<file path="config.mk">
export PLATFORM = sky130hd
export DESIGN_NAME = qgemm_tile_reader_flat
export DESIGN_NICKNAME = d
export VERILOG_FILES = /design/src/rtl/qgemm_tile_reader_pkg.sv /design/src/rtl/qgemm_tile_reader_if.sv /design/src/rtl/qgemm_sync_fifo.sv /design/src/rtl/qgemm_tile_reader.sv /design/src/flat_wrapper.sv
export SDC_FILE = /design/constraint.sdc
export NUM_CORES = 1
export LEC_CHECK = 0
export CAP_MARGIN = 20
export CORE_AREA = 2 2 420 422
export CTS_CLUSTER_DIAMETER = 60
export CTS_CLUSTER_SIZE = 24
export DETAILED_ROUTE_END_ITERATION = 8
export DIE_AREA = 0 0 422 424
export PLACE_DENSITY = 0.64
export SLEW_MARGIN = 20
export SYNTH_ARGS = -nofsm -noshare
export SYNTH_HDL_FRONTEND = slang
export SYNTH_SLANG_ARGS = --single-unit
</file>
<file path="constraint.sdc">
create_clock -name clk -period 27.4 [get_ports clk]
set_clock_uncertainty 0.05 [all_clocks]
set_input_delay 8.22 -clock clk [delete_from_list [all_inputs] [get_ports clk]]
set_output_delay 8.22 -clock clk [all_outputs]
set_load 0.02 [all_outputs]
</file>
<file path="src/rtl/qgemm_tile_reader_pkg.sv">
// Shared qgemm definitions: SRAM geometry defaults and the tile reader FSM encoding.
package qgemm_tile_reader_pkg;

    localparam int QGEMM_BW_CELL_INDEX    = 8;
    localparam int QGEMM_CELL_ARRAY_WIDTH = 512;

    typedef enum logic [1:0] {
        ST_IDLE  = 2'd0,
        ST_ISSUE = 2'd1,
        ST_DRAIN = 2'd2
    } reader_state_e;

endpackage

</file>
<file path="src/rtl/qgemm_tile_reader_if.sv">
// Command, SRAM read and row output bundle of the tile reader, plus its FSM state for observation.
interface qgemm_tile_reader_if
    import qgemm_tile_reader_pkg::*;
#(
    parameter int BW_CELL_INDEX    = QGEMM_BW_CELL_INDEX,
    parameter int CELL_ARRAY_WIDTH = QGEMM_CELL_ARRAY_WIDTH
);

    // valid/ready: a transfer happens on a clock edge where both are high; the sender
    // keeps its payload stable from raising valid until that edge.
    logic                        cmd_valid;
    logic                        cmd_ready;
    logic [BW_CELL_INDEX-1:0]    cmd_base_index;
    logic [BW_CELL_INDEX:0]      cmd_num_rows;
    logic [BW_CELL_INDEX-1:0]    cmd_stride;

    logic                        mem_renable;
    logic [BW_CELL_INDEX-1:0]    mem_index;
    logic [CELL_ARRAY_WIDTH-1:0] mem_rdata;
    logic                        mem_rvalid;

    logic                        out_valid;
    logic                        out_ready;
    logic [CELL_ARRAY_WIDTH-1:0] out_data;
    logic                        out_last;

    logic                        busy;
    logic                        done;
    reader_state_e               state;

    // master: command issuer / SRAM / row consumer side; slave: the tile reader
    modport master (
        output cmd_valid, cmd_base_index, cmd_num_rows, cmd_stride,
        output mem_rdata, mem_rvalid, out_ready,
        input  cmd_ready, mem_renable, mem_index, out_valid, out_data, out_last,
        input  busy, done, state
    );

    modport slave (
        input  cmd_valid, cmd_base_index, cmd_num_rows, cmd_stride,
        input  mem_rdata, mem_rvalid, out_ready,
        output cmd_ready, mem_renable, mem_index, out_valid, out_data, out_last,
        output busy, done, state
    );

endinterface

</file>
<file path="src/rtl/qgemm_sync_fifo.sv">
// Synchronous power-of-two FIFO with occupancy count; head word is visible combinationally.
module qgemm_sync_fifo #(
    parameter int WIDTH = 8,
    parameter int DEPTH = 4
) (
    input  logic                     clk,
    input  logic                     rst,
    input  logic                     push,
    input  logic [WIDTH-1:0]         wdata,
    input  logic                     pop,
    output logic [WIDTH-1:0]         rdata,
    output logic                     empty,
    output logic [$clog2(DEPTH):0]   count
);

    localparam int AW = $clog2(DEPTH);

    logic [WIDTH-1:0] mem_q [DEPTH];
    logic [AW-1:0]    wr_ptr_q;
    logic [AW-1:0]    rd_ptr_q;
    logic [AW:0]      count_q;
    logic             full;
    logic             do_push;
    logic             do_pop;

    assign full    = (count_q == (AW+1)'(DEPTH));
    assign empty   = (count_q == '0);
    assign do_push = push && !full;
    assign do_pop  = pop && !empty;
    assign rdata   = mem_q[rd_ptr_q];
    assign count   = count_q;

    always_ff @(posedge clk) begin
        if (rst) begin
            wr_ptr_q <= '0;
            rd_ptr_q <= '0;
            count_q  <= '0;
        end else begin
            if (do_push) wr_ptr_q <= wr_ptr_q + AW'(1);
            if (do_pop)  rd_ptr_q <= rd_ptr_q + AW'(1);
            case ({do_push, do_pop})
                2'b10:   count_q <= count_q + (AW+1)'(1);
                2'b01:   count_q <= count_q - (AW+1)'(1);
                default: count_q <= count_q;
            endcase
        end
    end

    // Storage is not reset; the head is only meaningful while not empty.
    always_ff @(posedge clk) begin
        if (do_push) mem_q[wr_ptr_q] <= wdata;
    end

    a_no_overflow: assert property (@(posedge clk) disable iff (rst) !(push && full));

endmodule

</file>
<file path="src/rtl/qgemm_tile_reader.sv">
// Reads a strided run of SRAM rows and streams them out through a small credit-checked FIFO.
module qgemm_tile_reader
    import qgemm_tile_reader_pkg::*;
#(
    parameter int BW_CELL_INDEX    = QGEMM_BW_CELL_INDEX,
    parameter int CELL_ARRAY_WIDTH = QGEMM_CELL_ARRAY_WIDTH,
    parameter int FIFO_DEPTH       = 4
) (
    input logic          clk,
    input logic          rst,
    qgemm_tile_reader_if.slave bus
);

    localparam int CW = $clog2(FIFO_DEPTH) + 1;
    localparam int RW = BW_CELL_INDEX + 1;

    reader_state_e            state_q;
    reader_state_e            state_d;
    logic [BW_CELL_INDEX-1:0] idx_q;
    logic [BW_CELL_INDEX-1:0] stride_q;
    logic [RW-1:0]            num_rows_q;
    logic [RW-1:0]            issued_q;
    logic                     inflight_q;
    logic                     inflight_last_q;
    logic                     done_q;

    logic                     accept;
    logic                     renable;
    logic                     issue_last;
    logic                     push;
    logic                     pop;
    logic [CW:0]              occupancy;
    logic [CELL_ARRAY_WIDTH:0] fifo_wdata;
    logic [CELL_ARRAY_WIDTH:0] fifo_rdata;
    logic                     fifo_empty;
    logic [CW-1:0]            fifo_count;

    assign accept     = bus.cmd_valid && bus.cmd_ready;
    assign occupancy  = {1'b0, fifo_count} + {{CW{1'b0}}, inflight_q};
    assign issue_last = (issued_q == num_rows_q - RW'(1));
    // Only data we asked for is accepted, so a read launched before a reset is dropped.
    assign push       = bus.mem_rvalid && inflight_q;
    assign pop        = !fifo_empty && bus.out_ready;
    assign fifo_wdata = {inflight_last_q, bus.mem_rdata};

    always_ff @(posedge clk) begin
        if (rst) state_q <= ST_IDLE;
        else     state_q <= state_d;
    end

    always_comb begin
        state_d = state_q;
        case (state_q)
            ST_IDLE:  if (accept && bus.cmd_num_rows != '0) state_d = ST_ISSUE;
            ST_ISSUE: if (renable && issue_last)            state_d = ST_DRAIN;
            ST_DRAIN: if (pop && fifo_rdata[CELL_ARRAY_WIDTH]) state_d = ST_IDLE;
            default:  state_d = ST_IDLE;
        endcase
    end

    // A read is launched only when the FIFO has room for it plus the one already in flight.
    always_comb begin
        bus.cmd_ready = (state_q == ST_IDLE) && !rst;
        renable       = (state_q == ST_ISSUE) && (occupancy < (CW+1)'(FIFO_DEPTH));
        bus.busy      = (state_q != ST_IDLE);
    end

    always_ff @(posedge clk) begin
        if (rst) begin
            idx_q           <= '0;
            stride_q        <= '0;
            num_rows_q      <= '0;
            issued_q        <= '0;
            inflight_q      <= 1'b0;
            inflight_last_q <= 1'b0;
            done_q          <= 1'b0;
        end else begin
            inflight_q      <= renable;
            inflight_last_q <= renable && issue_last;
            done_q          <= (accept && bus.cmd_num_rows == '0) ||
                               (state_q == ST_DRAIN && state_d == ST_IDLE);
            if (accept) begin
                idx_q      <= bus.cmd_base_index;
                stride_q   <= bus.cmd_stride;
                num_rows_q <= bus.cmd_num_rows;
                issued_q   <= '0;
            end else if (renable) begin
                idx_q    <= idx_q + stride_q;
                issued_q <= issued_q + RW'(1);
            end
        end
    end

    qgemm_sync_fifo #(
        .WIDTH (CELL_ARRAY_WIDTH + 1),
        .DEPTH (FIFO_DEPTH)
    ) u_fifo (
        .clk   (clk),
        .rst   (rst),
        .push  (push),
        .wdata (fifo_wdata),
        .pop   (pop),
        .rdata (fifo_rdata),
        .empty (fifo_empty),
        .count (fifo_count)
    );

    assign bus.mem_renable = renable;
    assign bus.mem_index   = idx_q;
    assign bus.out_valid   = !fifo_empty;
    assign bus.out_data    = fifo_rdata[CELL_ARRAY_WIDTH-1:0];
    assign bus.out_last    = fifo_rdata[CELL_ARRAY_WIDTH] && !fifo_empty;
    assign bus.done        = done_q;
    assign bus.state       = state_q;

endmodule
</file>
<file path="src/flat_wrapper.sv">
// flat-port wrapper written by rule: the top's interface ports become plain ports
module qgemm_tile_reader_flat import qgemm_tile_reader_pkg::*;
#(
    parameter int BW_CELL_INDEX    = QGEMM_BW_CELL_INDEX,
    parameter int CELL_ARRAY_WIDTH = QGEMM_CELL_ARRAY_WIDTH,
    parameter int FIFO_DEPTH       = 4
)
  (clk, rst, bus_cmd_valid, bus_cmd_base_index, bus_cmd_num_rows, bus_cmd_stride, bus_mem_rdata, bus_mem_rvalid, bus_out_ready, bus_cmd_ready, bus_mem_renable, bus_mem_index, bus_out_valid, bus_out_data, bus_out_last, bus_busy, bus_done, bus_state);
  qgemm_tile_reader_if #(.BW_CELL_INDEX(BW_CELL_INDEX), .CELL_ARRAY_WIDTH(CELL_ARRAY_WIDTH)) bus_i ();
  input logic clk;
  input logic rst;
  input wire logic [$bits(bus_i.cmd_valid)-1:0] bus_cmd_valid;
  input wire logic [$bits(bus_i.cmd_base_index)-1:0] bus_cmd_base_index;
  input wire logic [$bits(bus_i.cmd_num_rows)-1:0] bus_cmd_num_rows;
  input wire logic [$bits(bus_i.cmd_stride)-1:0] bus_cmd_stride;
  input wire logic [$bits(bus_i.mem_rdata)-1:0] bus_mem_rdata;
  input wire logic [$bits(bus_i.mem_rvalid)-1:0] bus_mem_rvalid;
  input wire logic [$bits(bus_i.out_ready)-1:0] bus_out_ready;
  output wire logic [$bits(bus_i.cmd_ready)-1:0] bus_cmd_ready;
  output wire logic [$bits(bus_i.mem_renable)-1:0] bus_mem_renable;
  output wire logic [$bits(bus_i.mem_index)-1:0] bus_mem_index;
  output wire logic [$bits(bus_i.out_valid)-1:0] bus_out_valid;
  output wire logic [$bits(bus_i.out_data)-1:0] bus_out_data;
  output wire logic [$bits(bus_i.out_last)-1:0] bus_out_last;
  output wire logic [$bits(bus_i.busy)-1:0] bus_busy;
  output wire logic [$bits(bus_i.done)-1:0] bus_done;
  output wire logic [$bits(bus_i.state)-1:0] bus_state;
  assign bus_i.cmd_valid = bus_cmd_valid;
  assign bus_i.cmd_base_index = bus_cmd_base_index;
  assign bus_i.cmd_num_rows = bus_cmd_num_rows;
  assign bus_i.cmd_stride = bus_cmd_stride;
  assign bus_i.mem_rdata = bus_mem_rdata;
  assign bus_i.mem_rvalid = bus_mem_rvalid;
  assign bus_i.out_ready = bus_out_ready;
  assign bus_cmd_ready = bus_i.cmd_ready;
  assign bus_mem_renable = bus_i.mem_renable;
  assign bus_mem_index = bus_i.mem_index;
  assign bus_out_valid = bus_i.out_valid;
  assign bus_out_data = bus_i.out_data;
  assign bus_out_last = bus_i.out_last;
  assign bus_busy = bus_i.busy;
  assign bus_done = bus_i.done;
  assign bus_state = bus_i.state;
  qgemm_tile_reader #(.BW_CELL_INDEX(BW_CELL_INDEX), .CELL_ARRAY_WIDTH(CELL_ARRAY_WIDTH), .FIFO_DEPTH(FIFO_DEPTH)) u_core (.clk(clk), .rst(rst), .bus(bus_i));
endmodule
</file>
Word-level counts from Yosys, hierarchy flattened
Memory sizes are Yosys's and may differ from the RTL's. A register that Yosys moved wholly into a read port is not among the register bits.
Index checks and enable logic that the tools add are counted.

word-level totals
  output and inout port bits = 528
  bits of input ports = 542
  memories kept = 1
  logic and storage cells = 64
  RAM bits = 2052
  flip-flop bits (word level) = 46

memory list
  name                 words  width  rd ports  clocked after Yosys merged registers in  wr ports  RTL line               RTL
  u_core.u_fifo.mem_q  4      513    1         1                                        1         qgemm_sync_fifo.sv:18  logic [WIDTH-1:0] mem_q [DEPTH];

operators by class
  eq/ne operators = 6
  add/sub/neg operators = 8
  mux-type cells = 11
  order comparisons = 1
  reductions and logical operators = 26

operators with widths
  operator                                                                       number
  8-bit two-way mux                                                              2
  1-bit logical AND                                                              13
  2-bit two-way mux                                                              5
  9-bit by 1-bit adder with 9-bit output (second input constant)                 1
  9-bit equality test                                                            1
  9-bit logical NOT                                                              1
  9-bit nonzero test                                                             1
  9-bit by 1-bit subtractor with 9-bit output (second input constant)            1
  8-bit adder                                                                    1
  2-bit one-hot mux with 3 select lines                                          1
  3-bit one-hot mux with 2 select lines                                          1
  2-bit nonzero test                                                             3
  2-bit by 1-bit adder with 2-bit output (second input constant)                 2
  3-bit by 1-bit adder with 4-bit output                                         1
  2-bit by 1-bit equality test with 1-bit output (second input constant)         2
  2-bit equality test (second input constant)                                    2
  2-bit logical NOT                                                              2
  4-bit by 3-bit less-than comparator with 1-bit output (second input constant)  1
  3-bit by 1-bit adder with 3-bit output (second input constant)                 1
  3-bit equality test (second input constant)                                    1
  1-bit logical NOT                                                              3
  3-bit logical NOT                                                              1
  3-bit by 1-bit subtractor with 3-bit output (second input constant)            1
  1-bit two-way mux                                                              2
  2 further kinds                                                                2

Longest topological paths before layout
  depth after elaboration = 9
  depth in mapped cells = 9
  depth with buffers taken out = 9

By module
A second synthesis with hierarchy kept.

unflattened totals
  cell total of the unflattened synthesis = 3007
  area total of the unflattened synthesis = 76718.6 sq um

modules (own cells, without submodules)
  module             area each (sq um)  seq. area each (sq um)  instances  cells each
  qgemm_sync_fifo    74527.7            61799.3                 1          2732
  qgemm_tile_reader  2190.9             780.7                   1          275

Worst setup path before layout
OpenSTA, ideal clock, no wires.

  path type = input to register
  start = input bus_mem_rvalid
  end = memory u_core.u_fifo.mem_q[0][0] (netlist name), enable pin
  path slack = 6.162 ns
  data arrival time = 20.244 ns
  cell stages on the path = 3
  path buffers = 0
  required time = 26.405 ns
  path through = nand2_1 a31oi_1 and2_1

between the ends
  longest elaborated chain between the ends = 4

ends and longest elaborated chain
  item                                     RTL line                 RTL
  start, declared                          flat_wrapper.sv:17       input wire logic [$bits(bus_i.mem_rvalid)-1:0] bus_mem_rvalid;
  1-bit logical AND                        qgemm_tile_reader.sv:42  assign push = bus.mem_rvalid && inflight_q;
  1-bit logical AND                        qgemm_sync_fifo.sv:28    assign do_push = push && !full;
  1-bit two-way mux                        qgemm_sync_fifo.sv:51    if (do_push) mem_q[wr_ptr_q] <= wdata;
  1-bit two-way mux (implied by the code)  qgemm_sync_fifo.sv:51
  end, declared                            qgemm_sync_fifo.sv:18

No other way between the ends.

Worst setup path after layout
  start = input rst
  end = output bus_cmd_ready

between the ends
  longest elaborated chain between the ends = 2

ends and longest elaborated chain
  item               RTL line                 RTL
  start, declared    flat_wrapper.sv:11       input logic rst;
  1-bit logical NOT  qgemm_tile_reader.sv:63  bus.cmd_ready = (state_q == ST_IDLE) && !rst;
  1-bit logical AND  qgemm_tile_reader.sv:63
  end, declared      flat_wrapper.sv:19       output wire logic [$bits(bus_i.cmd_ready)-1:0] bus_cmd_ready;

No other way between the ends.

==> metrics.md <==
| Metric | Value |
|---|---|
| Slew HR | `27.3%` |
| Cts bufs inserted | `140` |
| H-tree level count | `4` |
| Synth cell count leaders | `2052 x edfxtp_1, 513 x mux4_2, 93 x buf_1, 50 x nand2_1, 48 x dfxtp_1` |
| DRC Markers | `0` |
| Congestion Overflow GR | `0` |
| Total number of vias | `35.4k` |
| Core area | `175000 um2` |
| Most used routing layer | `met2` |
| Max_cap viols | `0` |
| Synth warnings | `0` |
| Routed WL | `186000 um` |
| Vias in the first global route | `36.0k` |
| Crit-path cells | `clkdlybuf4s50_1 > buf_4 > nor2_1 > clkdlybuf4s50_1` |
| Buf+Inv Stages, Crit Path | `3` |
| Top_reg_cell synth | `edfxtp_1` |
| Async SR Flop Fraction | `0%` |
| Largest area contributor in the netlist | `edfxtp_1` |
| Post-route cell area | `94800 um2` |
| Routing usage on met3 | `6.34%` |
| Area Growth Syn to Fin | `24.4%` |
| Post-CTS Hold Buffers | `0` |
| TritonCTS clock tree | `built` |
| Initial DRC count | `2891` |
| Slew @ Worst Pin | `1.09 ns` |
| LEAKAGE | `0.0289 uW` |
| Clock buffer depth | `3` |
| Count leader, synth | `edfxtp_1` |
| Post-DP HPWL | `123000 um` |
| Seq/Total Area, Yosys | `82.2%` |
| Site Rows | `154` |
| Post-synth EDFFs | `2052` |
| Critical Path End Type | `primary output` |
| Final Slew Violations | `0` |
| Worst Slack Setup Final | `9.37 ns` |
| Final period util | `65.8%` |
| Final min period | `18.03 ns` |
| Final ANT Viol Nets | `0` |
| Status | `finished clean` |
| Critical-path top delay cell | `clkdlybuf4s50_1` |
| Initial antenna violation count | `69` |
| Critical path startpoint category | `input pin` |
| Via density | `5.36` |
| Root buffer cell | `clkbuf_16` |
| Met1 GRT Util | `24.8%` |
| Crit-path max FO | `39` |
| Port Buffers | `1069` |
| Die width | `422 um` |
| Post-CTS setup buffers | `0` |
| Cell variety after synth | `50` |
| Crit path kind | `in2out` |
| Yosys reg bits | `2100` |
| # setup viols final | `0` |
| Cells after synthesis | `2988` |
| Post-synth top area share | `80.9%` |
| FMAX | `55.5 MHz` |
| Power Total | `6750 uW` |
| CP required | `19.13 ns` |
| Die height | `424 um` |
| Layout cell share with drive strength beyond 1 | `19.4%` |
| Drt pass-1 iters | `5` |
| Share of the core filled with cells | `54.2%` |
| Peak VDD IR | `0.0619 mV` |
| Top Family by Delay on Critical Path | `buffers and inverters` |
| Number of nets in the layout | `4675` |
| Gpl congestion | `0.842` |
| Arrival time worst endpoint | `9.76 ns` |
| Final hold violation count | `0` |
| Starting Density | `43.5%` |
| Full die area | `179000 um2` |
| Mapped cell area | `76200 um2` |
| Global-route wire length before repair | `262000 um` |
| WL/cell | `28.1 um` |
| Top post-synthesis cells by area | `edfxtp_1 81%, mux4_2 15%, dfxtp_1 1.3%, buf_1 0.46%, nand2_1 0.25%` |
| CTS clk-pin slew, worst paths | `0.06 ns` |
| HP Class | `reg2reg` |
| Setup repair after global routing missed its margin | `false` |
| Net Count, Synth | `3546` |
| Pre-CTS setup slack | `9.38 ns` |
| Fin Setup TNS | `0 ns` |
| Critical path's most frequent cell | `clkdlybuf4s50_1` |
| GRT Overall Usage | `20.4%` |
| CTS sink cnt | `2100` |
| Clk_lat worst skew | `0.80 ns` |
| Post-cts resize count | `0` |
| Cell Pwr Density | `71.3 nW/um2` |
| Syn_area_per_cell | `25.5 um2` |
| Slowest cell delay on critical path | `0.65 ns` |
| Placed cell areas | `89800 um2` |
| IO Pins | `1070` |
| Largest net degree at the start of global routing | `143` |
| Grt met2 use | `34.2%` |
## flip-flops by register name, summed over array words and instances (netlist names), named ones only
| signal | cells |
|---|---|
| u_core.bus.mem_index | 8 |
| u_core.u_fifo.mem_q | 2052 |
| u_core.issued_q | 9 |
| u_core.num_rows_q | 9 |
| u_core.bus.state | 2 |
| u_core.u_fifo.wr_ptr_q | 2 |
| u_core.inflight_last_q | 1 |
| u_core.u_fifo.count | 3 |
| u_core.stride_q | 8 |
| u_core.bus.done | 1 |
| u_core.u_fifo.rd_ptr_q | 2 |
| u_core.inflight_q | 1 |
## through the flow
| stage | instances | hold slack, ns |
|---|---|---|
| 2_1_floorplan | 2988 | 0.388 |
| 3_3_place_gp | 6315 | 0.414 |
| 3_5_place_dp | 6315 | 0.421 |
| 4_1_cts | 6573 | 0.433 |
| 5_1_grt | 6593 | 0.449 |
| 6_report | 6597 | 0.430 |
## path summary, 6_finish.rpt
path              cells after the start                          end                    from  slack (ns)
setup / recovery                      4                bus_cmd_ready                     rst        9.37
hold / removal                        2           u_core.stride_q[6]      u_core.stride_q[6]        0.43
setup reg to reg                      6  u_core.u_fifo.mem_q[1][207]  u_core.u_fifo.count[1]       22.33
hold reg to reg                       2           u_core.stride_q[6]      u_core.stride_q[6]        0.43
## area by class of cell
cell class,instances,area [um2]
Antenna cell,24,60.1
Clock buffer,149,3600
Clock inverter,109,1320
Fill cell,13300,80200
Inverter,13,48.8
Multi-Input combinational cell,745,13000
Sequential cell,2100,62600
Tap cell,2340,2930
Timing Repair Buffer,1117,11200
## power by group
group | total (uW) | switching, uW | leakage (uW) | internal [uW]
clock network | 2280 | 1170 | 0.00239 | 1110
registers | 3580 | 18.3 | 0.0189 | 3560
logic | 897 | 452 | 0.00765 | 445
## cells in the final DEF (no fill, tap or decap), types with 6 or more instances in the layout
| cell type | Yosys | final |
|---|---|---|
| inv_6 | 0 | 26 |
| nor2_1 | 33 | 33 |
| inv_8 | 0 | 16 |
| a21oi_1 | 9 | 9 |
| nand3b_1 | 14 | 14 |
| buf_12 | 0 | 9 |
| buf_4 | 1 | 39 |
| clkdlybuf4s50_1 | 0 | 1069 |
| xor2_1 | 11 | 11 |
| mux4_2 | 513 | 513 |
| bufinv_16 | 0 | 10 |
| nand3_1 | 6 | 6 |
| clkinvlp_4 | 0 | 10 |
| clkinv_2 | 0 | 12 |
| clkbuf_16 | 0 | 143 |
| clkinv_4 | 0 | 11 |
| dfxtp_1 | 48 | 46 |
| xnor2_1 | 14 | 14 |
| edfxtp_1 | 2052 | 2052 |
| nand4_1 | 9 | 9 |
| nor3_1 | 8 | 8 |
| inv_1 | 12 | 12 |
| diode_2 | 0 | 24 |
| clkbuf_1 | 33 | 6 |
| clkinv_8 | 0 | 7 |
| nand2_1 | 50 | 50 |
| inv_16 | 0 | 7 |
| ha_1 | 14 | 14 |
## kinds of logic (layout without fill, tap and decap cells)
group	Yosys count	count (layout)	share of synthesized area (%)
buf+inv	143	1388	0.734
mux	516	516	15.2
other cells	0	24	0
simple gates	147	147	0.951
fa+ha+maj	16	16	0.283
xor+xnor	25	25	0.287
flops	2100	2100	82.2
compound gates	41	41	0.368
## metal layers
layer	wire [um]	vias to the layer above
li1	-	15100
met1	69500	18700
met2	95000	1183
met3	14600	314
met4	6230	34
met5	201	-
## tightest hold or removal path, cell delays in order (launching register included)
cell and delay [ns]:
dfxtp_1 0.31, nand3b_1 0.07, nand2_1 0.05
Note: power is estimated with default switching activity, not from simulation.
